==> src/rtl/ebi_bus_resizer.sv <==
// ebi_bus_resizer: emulates a 32/16-bit EBI memory with wait states.
// Define BUS_RESIZER_CHECK_EN to compile in simulation-only bus checks.
module ebi_bus_resizer (
  input  logic        CLK,
  input  logic        RESn,
  input  logic        CE,
  input  logic [31:0] WS,
  input  logic [31:0] DW,
  input  logic        CTLR_DAn,
  input  logic [3:0]  CTLR_BEn,
  output logic        CTLR_READYn,
  output logic        CTLR_SZRQn,
  output logic [31:0] CTLR_DI,
  input  logic [31:0] CTLR_DO,
  output logic [31:0] MEM_DI,
  input  logic [31:0] MEM_DO
);

  logic [3:0]  r_cnt;
  logic [3:0]  w_ws_eff;
  logic        w_ready;
  logic        w_is16;
  logic        w_hi;
  logic [15:0] w_half;
  logic        w_unused;

  assign w_ws_eff = (WS > 32'd15) ? 4'hF : WS[3:0];
  assign w_is16   = (DW == 32'd16);
  assign w_hi     = &CTLR_BEn[1:0];
  assign w_ready  = ~CTLR_DAn & (r_cnt == w_ws_eff);
  assign w_unused = ^CTLR_BEn[3:2];

  // Bus handshake outputs; released (high) whenever DAn is high.
  always_comb begin
    CTLR_READYn = ~w_ready;
    CTLR_SZRQn  = ~(~CTLR_DAn & w_is16);
  end

  // Data steering; a 16-bit device sits on lanes [15:0].
  always_comb begin
    w_half = w_hi ? MEM_DO[31:16] : MEM_DO[15:0];
    if (w_is16) begin
      CTLR_DI = {16'h0000, w_half};
      MEM_DI  = {CTLR_DO[15:0], CTLR_DO[15:0]};
    end else begin
      CTLR_DI = MEM_DO;
      MEM_DI  = CTLR_DO;
    end
  end

  // Wait counter; restarts on idle bus and after each ready beat.
  always_ff @(posedge CLK or negedge RESn) begin
    if (!RESn) begin
      r_cnt <= 4'd0;
    end else if (CE) begin
      if (CTLR_DAn || w_ready)
        r_cnt <= 4'd0;
      else
        r_cnt <= r_cnt + 4'd1;
    end
  end

`ifdef BUS_RESIZER_CHECK_EN
  // Flag illegal controller behaviour seen by this device.
  always_ff @(posedge CLK) begin
    if (RESn && !CTLR_DAn) begin
      if (CTLR_BEn == 4'hF)
        $error("ebi_bus_resizer: data phase with no lanes");
      if (w_is16 && !(&CTLR_BEn[1:0]) && !(&CTLR_BEn[3:2]))
        $error("ebi_bus_resizer: 16-bit beat spans both halves");
      if (w_ready && $isunknown(CTLR_DI))
        $error("ebi_bus_resizer: unknown read data at ready");
    end
  end
`endif

endmodule

==> config.mk <==
export PLATFORM = sky130hd
export DESIGN_NAME = ebi_bus_resizer
export DESIGN_NICKNAME = d
export VERILOG_FILES = /design/src/rtl/ebi_bus_resizer.sv
export SDC_FILE = /design/constraint.sdc
export NUM_CORES = 1
export LEC_CHECK = 0
export CAP_MARGIN = 40
export CORE_ASPECT_RATIO = 0.6
export CORE_UTILIZATION = 20
export CTS_CLUSTER_SIZE = 16
export DETAILED_ROUTE_END_ITERATION = 10
export MAX_ROUTING_LAYER = met4
export PLACE_DENSITY = 0.81
export SYNTH_ARGS = -nofsm -noshare
export SYNTH_HDL_FRONTEND = slang
export SYNTH_SLANG_ARGS = --single-unit
==> constraint.sdc <==
create_clock -name CLK -period 3.8 [get_ports CLK]
set_clock_uncertainty 0.2 [all_clocks]
set_input_delay 0.76 -clock CLK [delete_from_list [all_inputs] [get_ports CLK]]
set_output_delay 0.76 -clock CLK [all_outputs]
set_load 0.02 [all_outputs]
==> results of run 1 <==
## worst max-delay path by stage
stage / start / endpoint / slack, ns / cells past startpoint
2_1_floorplan: WS[16] / CTLR_READYn / 0.44 / 6
3_3_place_gp: WS[16] / CTLR_READYn / -0.47 / 8
3_5_place_dp: WS[16] / CTLR_READYn / -0.48 / 8
4_1_cts: WS[16] / CTLR_READYn / -0.16 / 8
5_1_grt: DW[11] / CTLR_DI[14] / -0.08 / 9
6_report: WS[22] / CTLR_READYn / -0.01 / 8
## per-layer routing
metal	vias up	global-route usage
li1	892	-
met1	854	0.251
met2	88	0.384
met3	8	0.0321
met4	0	0.0597
met5	-	-
## synthesized netlist by cell type (all sizes together), types with 2 or more instances
cell type  count
nor2           3
inv            3
nor2b         16
clkbuf         3
and3           2
buf           18
or3            2
dfrtp          4
nor4          16
nand3          2
nand2          5
o21ai          2
o41ai          2
nand4          2
mux2          32
a21oi          3
## metrics by stage
step	hold slack, ns	worst slack (ns)	power [mW]
floorplan	0.264	0.441	0.162
global placement	0.376	-0.466	0.369
detailed placement	0.383	-0.477	0.373
CTS	0.409	-0.161	0.453
global route	0.436	-0.0803	0.493
finish	0.405	-0.0120	0.469
## layout make-up
cell class | count | area share
Timing Repair Buffer | 222 | 0.644
Multi-Input combinational cell | 103 | 0.288
Sequential cell | 4 | 0.0288
Tap cell | 66 | 0.0237
Clock buffer | 3 | 0.0119
Inverter | 3 | 0.00324
## cells by family after synthesis
family,after synthesis,share of synthesized area
AO/OA/AOI/OAI,13,0.0885
flip-flops,4,0.0931
XOR/XNOR,2,0.0163
AND/OR/NAND/NOR,55,0.313
buffers and inverters,24,0.142
adder cells (fa/ha/maj),1,0.0116
multiplexers,32,0.335
## power breakdown
part / switching, mW / total [mW] / leakage, nW / internal [mW]
Sequential: 0.0121 / 0.0603 / 0.0531 / 0.0482
Clock: 0.0211 / 0.0886 / 0.0216 / 0.0674
Combinational: 0.117 / 0.320 / 1.59 / 0.202
Total: 0.151 / 0.469 / 1.66 / 0.318
## what timing repair did
action                     CTS  global route
setup buffers                2             4
hold buffers                 0             0
pin swaps                    3            20
resized for setup          100           131
setup endpoints to repair   45            43
==> out/results.tsv, run 1 <==
stage	metric	value	unit
status	outcome	finished with violations	
status	violations	negative setup slack	
setup_path	slowest_delay	0.57	ns
job	drv_cap	0	
cts	htreeDepth	1	
final_layout	nets	474	
floorplanning	floorplan.initialDensity	0.211	
setup_path	r2r_cells	6	
detailed_routing	antenna_left	0	
global_routing	grt_pass1_wl	9230	um
global_routing	grt_usage	0.213	
setup_path	start_kind	input pin	
logic_synthesis	ys_warn_count	0	
placement	dpl-instance-area	3160	um2
cts	clk_pin_slew	0.03	ns
setup_path	reg2reg_from	r_cnt[1]$_DFFE_PN0P_	
detailed_routing	dr.max_layer_used	met4	
setup_path	endpoint_kind	output pin	
detailed_routing	vias	1842	
power	power.density	135	nW/um2
final_layout	stdcell_area	3480	um2
sta	slew_headroom	0.641	
logic_synthesis	syn_area_per_cell	8.20	um2
global_routing	antenna_found_initial	0	
logic_synthesis	ys_types	34	
cts	cts.path.max_buffers	2	
final_layout	stdcell_count	401	
detailed_routing	wl_met3	384	um
sta	fmax	262	MHz
final_layout	nFillCells	392	
logic_synthesis	syn-cell-area	1070	um2
global_routing	overflow	0	
final_layout	largest_register_ffs	4	
setup_path	required	2.84	ns
setup_path	reg2reg_slack	1.66	ns
detailed_routing	drt_drc_violations_left	0	
sta	setup_viol	1	
detailed_routing	wirelength	6960	um
final_layout	regArea	100	um2
hold_path	holdCritStartpoint	r_cnt[0]$_DFFE_PN0P_	
global_routing	grt_pass1_vias	1772	
power	ir_drop	0.0784	mV
setup_path	worstReg2RegEnd	r_cnt[2]$_DFFE_PN0P_	
logic_synthesis	syn_inst	131	
cts	clock-sinks	4	
floorplanning	ioPinCount	202	
logic_synthesis	yosysTopAreaCell	mux2_2	
final_layout	final_common_cell	clkdlybuf4s50_1	
final_layout	multi_input_area	1000	um2
sta	setup_slack	-0.0120	ns
cts	clock_latency	0.22	ns
logic_synthesis	ys_seq_elements	4	
sta	period_minus_slack	3.81	ns
cts	cts_tree	yes	
detailed_routing	firstDrtPassIters	4	
final_layout	final_cell_mix	clkdlybuf4s50_1 (122), dlymetal6s2s_1 (37), buf_6 (20)	
final_layout	drive_gt1_frac	0.337	
logic_synthesis	yosys.area.top_type_share	0.335	
sta	worst_slew_pin_slew	0.535	ns
final_layout	regMostFlops	r_cnt	
sta	finalCritPeriodShare	1.00	
setup_path	path_delay_family	simple AND/OR/NAND/NOR gates	
logic_synthesis	syn-num-nets	268	
cts	numCtsBuffers	3	
detailed_routing	met1_length	2740	um
final_layout	insertedDiodeCount	0	
cts	clock-root-buffer	clkbuf_8	
floorplanning	core	5100	um2
logic_synthesis	async_flop_share	1.00	
final_layout	reg.largest.list	r_cnt (4)	
setup_path	critPathKind	in -> out	
final_layout	finish.utilization	0.681	
logic_synthesis	synthTopCellsByArea	mux2_2 (34%), buf_4 (11%), dfrtp_1 (9.3%)	
logic_synthesis	ys_seq_area_frac	0.0931	
detailed_routing	wl_per_cell	17.4	um
setup_path	cp_num_buf_inv	2	
global_routing	grt_max_degree	13	
final_layout	area_delta_synth_final	224	%
setup_path	arrival	2.85	ns
placement	dp_cells	392	
detailed_routing	drt_iter0_drc	43	
detailed_routing	vias_per_cell	4.59	
sta	slew_viol_final	0	
floorplanning	fp.dieW	96.6	um
power	power_leakage	1.66	nW
setup_path	worstPathMaxFanout	2	
detailed_routing	route.met2.wl	3740	um
floorplanning	fp.dieH	58.8	um
hold_path	hold_path_end	r_cnt[0]$_DFFE_PN0P_	
sta	tns	-0.0120	ns
floorplanning	row_count	20	
hold_path	min-delay-path-class	reg -> reg	
logic_synthesis	synth_edf_count	0	
logic_synthesis	synth_ff_type	dfrtp_1	
hold_path	holdPathStages	1	
placement	place.gp.congestion	0.837	
setup_path	cpMaxStageDelayCell	or4_4	
placement	dp.final_hpwl	5560	um
sta	rsz0062_at_grt	true	
floorplanning	dieArea	5680	um2
placement	port_buffers	199	
setup_path	path_cells	clkdlybuf4s50_1, nor4_2, nand2_1, or3_4, or4_4, a21oi_4, nand2b_1, buf_6	
sta	finalHoldViolCount	0	
(Power assumes the default switching activity.)
==> run 2, diff against run 1 <==
- ABC_AREA: default -> 1
- CORE_UTILIZATION: 20 -> 23
==> run 2 against run 1 <==
  * The run now ends clean
  * Critical endpoint is now CTLR_DI[28]
  * Global-route usage shrank 1.5 points
  * Sequential cell count did not move
  * Via count increased by 17%
  * Total power decreased by 5.2%
  * Cell count grew 32%
  * Worst setup slack better by 0.16 ns
  * Clock power is 3.0% lower
  * Count of clock-buffer cells in the layout stayed put
  * Largest power group unchanged
  * Non-clock buffer count decreased by 11
  * Wire length down 8.2%
  * Critical path type unchanged
==> out/results.tsv, run 2 <==
stage	metric	value	unit	change
logic_synthesis	synth_edf_count	0		unchanged
logic_synthesis	syn_inst	264		was 131
logic_synthesis	syn-num-nets	401		was 268
global_routing	grt_pass1_wl	9200	um	was 9230 um
hold_path	holdPathStages	2		was 1
logic_synthesis	ys_types	23		was 34
placement	place_ws	-0.290	ns	was -0.477 ns
logic_synthesis	yosys.area.top_type_share	0.240		was 0.335
hold_path	hold_path_end	r_cnt[1]$_DFFE_PN0P_		was r_cnt[0]$_DFFE_PN0P_
setup_path	worstPathMaxFanout	21		was 2
sta	worst_slew_pin_slew	0.347	ns	was 0.535 ns
hold_path	holdCritStartpoint	r_cnt[1]$_DFFE_PN0P_		was r_cnt[0]$_DFFE_PN0P_
detailed_routing	antenna_left	0		unchanged
logic_synthesis	ys_top_cells_by_count	nand2_1 (85), inv_1 (48), nor2_1 (40)		was mux2_2 (32), buf_4 (16), nor2b_1 (16), nor4_1 (16), nand2_1 (5)
cts	cts_tree	yes		unchanged
cts	clock-sinks	4		unchanged
sta	finalCritPeriodShare	0.962		was 1.00
global_routing	antenna_found_initial	0		unchanged
sta	whs	0.356	ns	was 0.405 ns
setup_path	slowest_delay	0.39	ns	was 0.57 ns
final_layout	area_delta_synth_final	152	%	was 224%
final_layout	largest_register_ffs	4		unchanged
logic_synthesis	ys_warn_count	0		unchanged
power	power	444	uW	was 469 uW
setup_path	path_cells	clkdlybuf4s50_1, or2_1, nor4_1, nand2_2, buf_4, inv_2, buf_12, buf_4, nor2_1, clkdlybuf4s15_1		was clkdlybuf4s50_1, nor4_2, nand2_1, or3_4, or4_4, a21oi_4, nand2b_1, buf_6
detailed_routing	wl_per_cell	12.0	um	was 17.4 um
cts	cts.path.max_buffers	2		unchanged
placement	dp_cells	528		was 392
floorplanning	dieArea	6090	um2	was 5680 um2
final_layout	drive_gt1_frac	0.0687		was 0.337
power	power_leakage	1.56	nW	was 1.66 nW
setup_path	arrival	2.69	ns	was 2.85 ns
sta	fmax	274	MHz	was 262 MHz
detailed_routing	drt_drc_violations_left	0		unchanged
detailed_routing	drt_iter0_drc	78		was 43
setup_path	critPathKind	in -> out		unchanged
logic_synthesis	syn_area_per_cell	5.03	um2	was 8.20 um2
sta	period_minus_slack	3.65	ns	was 3.81 ns
cts	cts_resized	50		was 100
final_layout	nFillCells	524		was 392
logic_synthesis	yosysMostFrequentCell	nand2_1		was mux2_2
setup_path	cpMaxStageDelayCell	clkdlybuf4s50_1		was or4_4
floorplanning	core	5570	um2	was 5100 um2
placement	dp.final_hpwl	5560	um	about the same
sta	finalHoldViolCount	0		unchanged
floorplanning	ioPinCount	202		unchanged
job	drv_cap	0		unchanged
global_routing	grt_max_degree	43		was 13
floorplanning	fp.dieH	60.9	um	was 58.8 um
power	power.density	133	nW/um2	was 135 nW/um2
detailed_routing	vias	2164		was 1,842
sta	rsz0062_at_grt	false		was true
sta	slew_headroom	0.766		was 0.641
final_layout	finish.utilization	0.600		was 0.681
floorplanning	floorplan.initialDensity	0.238		was 0.211
global_routing	overflow	0		unchanged
cts	clock_latency	0.21	ns	was 0.22 ns
logic_synthesis	yosysTopAreaCell	nand2_1		was mux2_2
floorplanning	row_count	21		was 20
power	ir_drop	0.303	mV	was 0.0784 mV
logic_synthesis	syn-cell-area	1330	um2	was 1070 um2
detailed_routing	firstDrtPassIters	4		unchanged
global_routing	grt_usage	0.198		was 0.213
setup_path	r2r_cells	8		was 6
logic_synthesis	async_flop_share	1.00		unchanged
setup_path	worst_path_most_repeated_cell	buf_4		
cts	postCtsSetupBuffers	0		was 2
setup_path	start_kind	input pin		unchanged
setup_path	reg2reg_slack	2.46	ns	was 1.66 ns
logic_synthesis	ys_seq_area_frac	0.0754		was 0.0931
final_layout	final_common_cell	clkdlybuf4s50_1		unchanged
final_layout	reg.largest.list	r_cnt (4)		unchanged
detailed_routing	vias_per_cell	4.08		was 4.59
setup_path	reg2reg_from	r_cnt[0]$_DFFE_PN0P_		was r_cnt[1]$_DFFE_PN0P_
final_layout	nets	590		was 474
final_layout	insertedDiodeCount	0		unchanged
sta	setup_viol	0		was 1
setup_path	endpoint_kind	output pin		unchanged
setup_path	worstReg2RegEnd	r_cnt[2]$_DFFE_PN0P_		unchanged
cts	clock-root-buffer	clkbuf_8		unchanged
cts	htreeDepth	1		unchanged
global_routing	grt_pass1_vias	1900		was 1,772
detailed_routing	wirelength	6390	um	was 6960 um
setup_path	required	2.84	ns	about the same
cts	clk_pin_slew	0.03	ns	about the same
hold_path	min-delay-path-class	reg -> reg		unchanged
floorplanning	fp.dieW	100	um	was 96.6 um
final_layout	stdcell_count	531		was 401
sta	slew_viol_final	0		unchanged
final_layout	regMostFlops	r_cnt		unchanged
placement	place.gp.congestion	0.764		was 0.837
final_layout	final_cell_mix	clkdlybuf4s50_1 (149), nand2_1 (84), inv_1 (48)		was clkdlybuf4s50_1 (122), dlymetal6s2s_1 (37), buf_6 (20)
status	outcome	complete, no violations		was finished with violations
cts	holdBufCountCts	0		unchanged
sta	setup_slack	0.146	ns	was -0.0120 ns
logic_synthesis	ys_seq_elements	4		unchanged
logic_synthesis	synth_ff_type	dfrtp_1		unchanged
logic_synthesis	synthTopCellsByArea	nand2_1 (24%), inv_1 (14%), nor2_1 (11%)		was mux2_2 (34%), buf_4 (11%), dfrtp_1 (9.3%)
cts	numCtsBuffers	3		unchanged
placement	port_buffers	199		unchanged
run 2: cell types whose count changed in the layout (fill, tap and decap cells not counted), sizes merged, moves of 12 or more:
cell / previous run / this run
dlymetal6s2s: 37 / 1
nor2: 3 / 41
inv: 3 / 49
clkdlybuf4s50: 122 / 149
buf: 41 / 12
nor4: 16 / 4
nand2: 5 / 85
o21ai: 2 / 18
o31ai: 1 / 16
mux2: 32 / 0
nor2b: 16 / 0
dlygate4sd2: 7 / 34
run 2: final cells by class:
type / count / area [um2] / area share
well taps: 80 / 100 / 0.0300
clock buffers: 3 / 41.3 / 0.0124
flip-flops and latches: 4 / 100 / 0.0300
repair buffers: 211 / 2040 / 0.610
multi-input cells: 184 / 878 / 0.263
inverters: 49 / 184 / 0.0551
run 2: metrics by stage:
stage / area, um2 / TNS [ns]
after detailed placement: 3340 / -5.77
final: 3340 / 0
after global routing: 3340 / 0
after global placement: 3340 / -4.04
after floorplan: 1330 / 0
after CTS: 3320 / 0
run 2: cells by family (layout without fill, tap and decap cells):
group | Yosys count | after routing | share of synthesized area
simple gates | 145 | 145 | 0.444
buf+inv | 76 | 263 | 0.277
compound gates | 36 | 36 | 0.181
flops | 4 | 4 | 0.0754
xor+xnor | 2 | 2 | 0.0132
fa+ha+maj | 1 | 1 | 0.00942
run 2: critical path, delay by kind of cell:
kind / cells / cell delay, ns
buffers and inverters: 6 / 1.18
and+or+nand+nor: 4 / 0.75
run 2: where the power goes:
group / switching [mW] / leakage [nW] / internal [mW]
combinational: 0.122 / 1.49 / 0.184
clock: 0.0187 / 0.0216 / 0.0672
sequential: 0.00544 / 0.0536 / 0.0472
total: 0.146 / 1.56 / 0.299
run 2: how the worst max path moves through the flow:
stage / from / end / slack, ns / depth (start not counted)
detailed placement: DW[27] / CTLR_DI[10] / -0.29 / 8
CTS: DW[27] / CTLR_DI[10] / 0.06 / 8
finish: DW[23] / CTLR_DI[28] / 0.15 / 10
global placement: DW[27] / CTLR_DI[7] / -0.18 / 8
global route: DW[27] / MEM_DI[26] / 0.004 / 11
floorplan: DW[27] / CTLR_DI[10] / 0.74 / 6
run 2: routing by layer:
metal,part of all wire,GRT usage,wire (um)
met5,0,-,0
met4,0.0038,0.0207,24
met3,0.060,0.0357,382
met2,0.48,0.339,3100
met1,0.45,0.255,2890
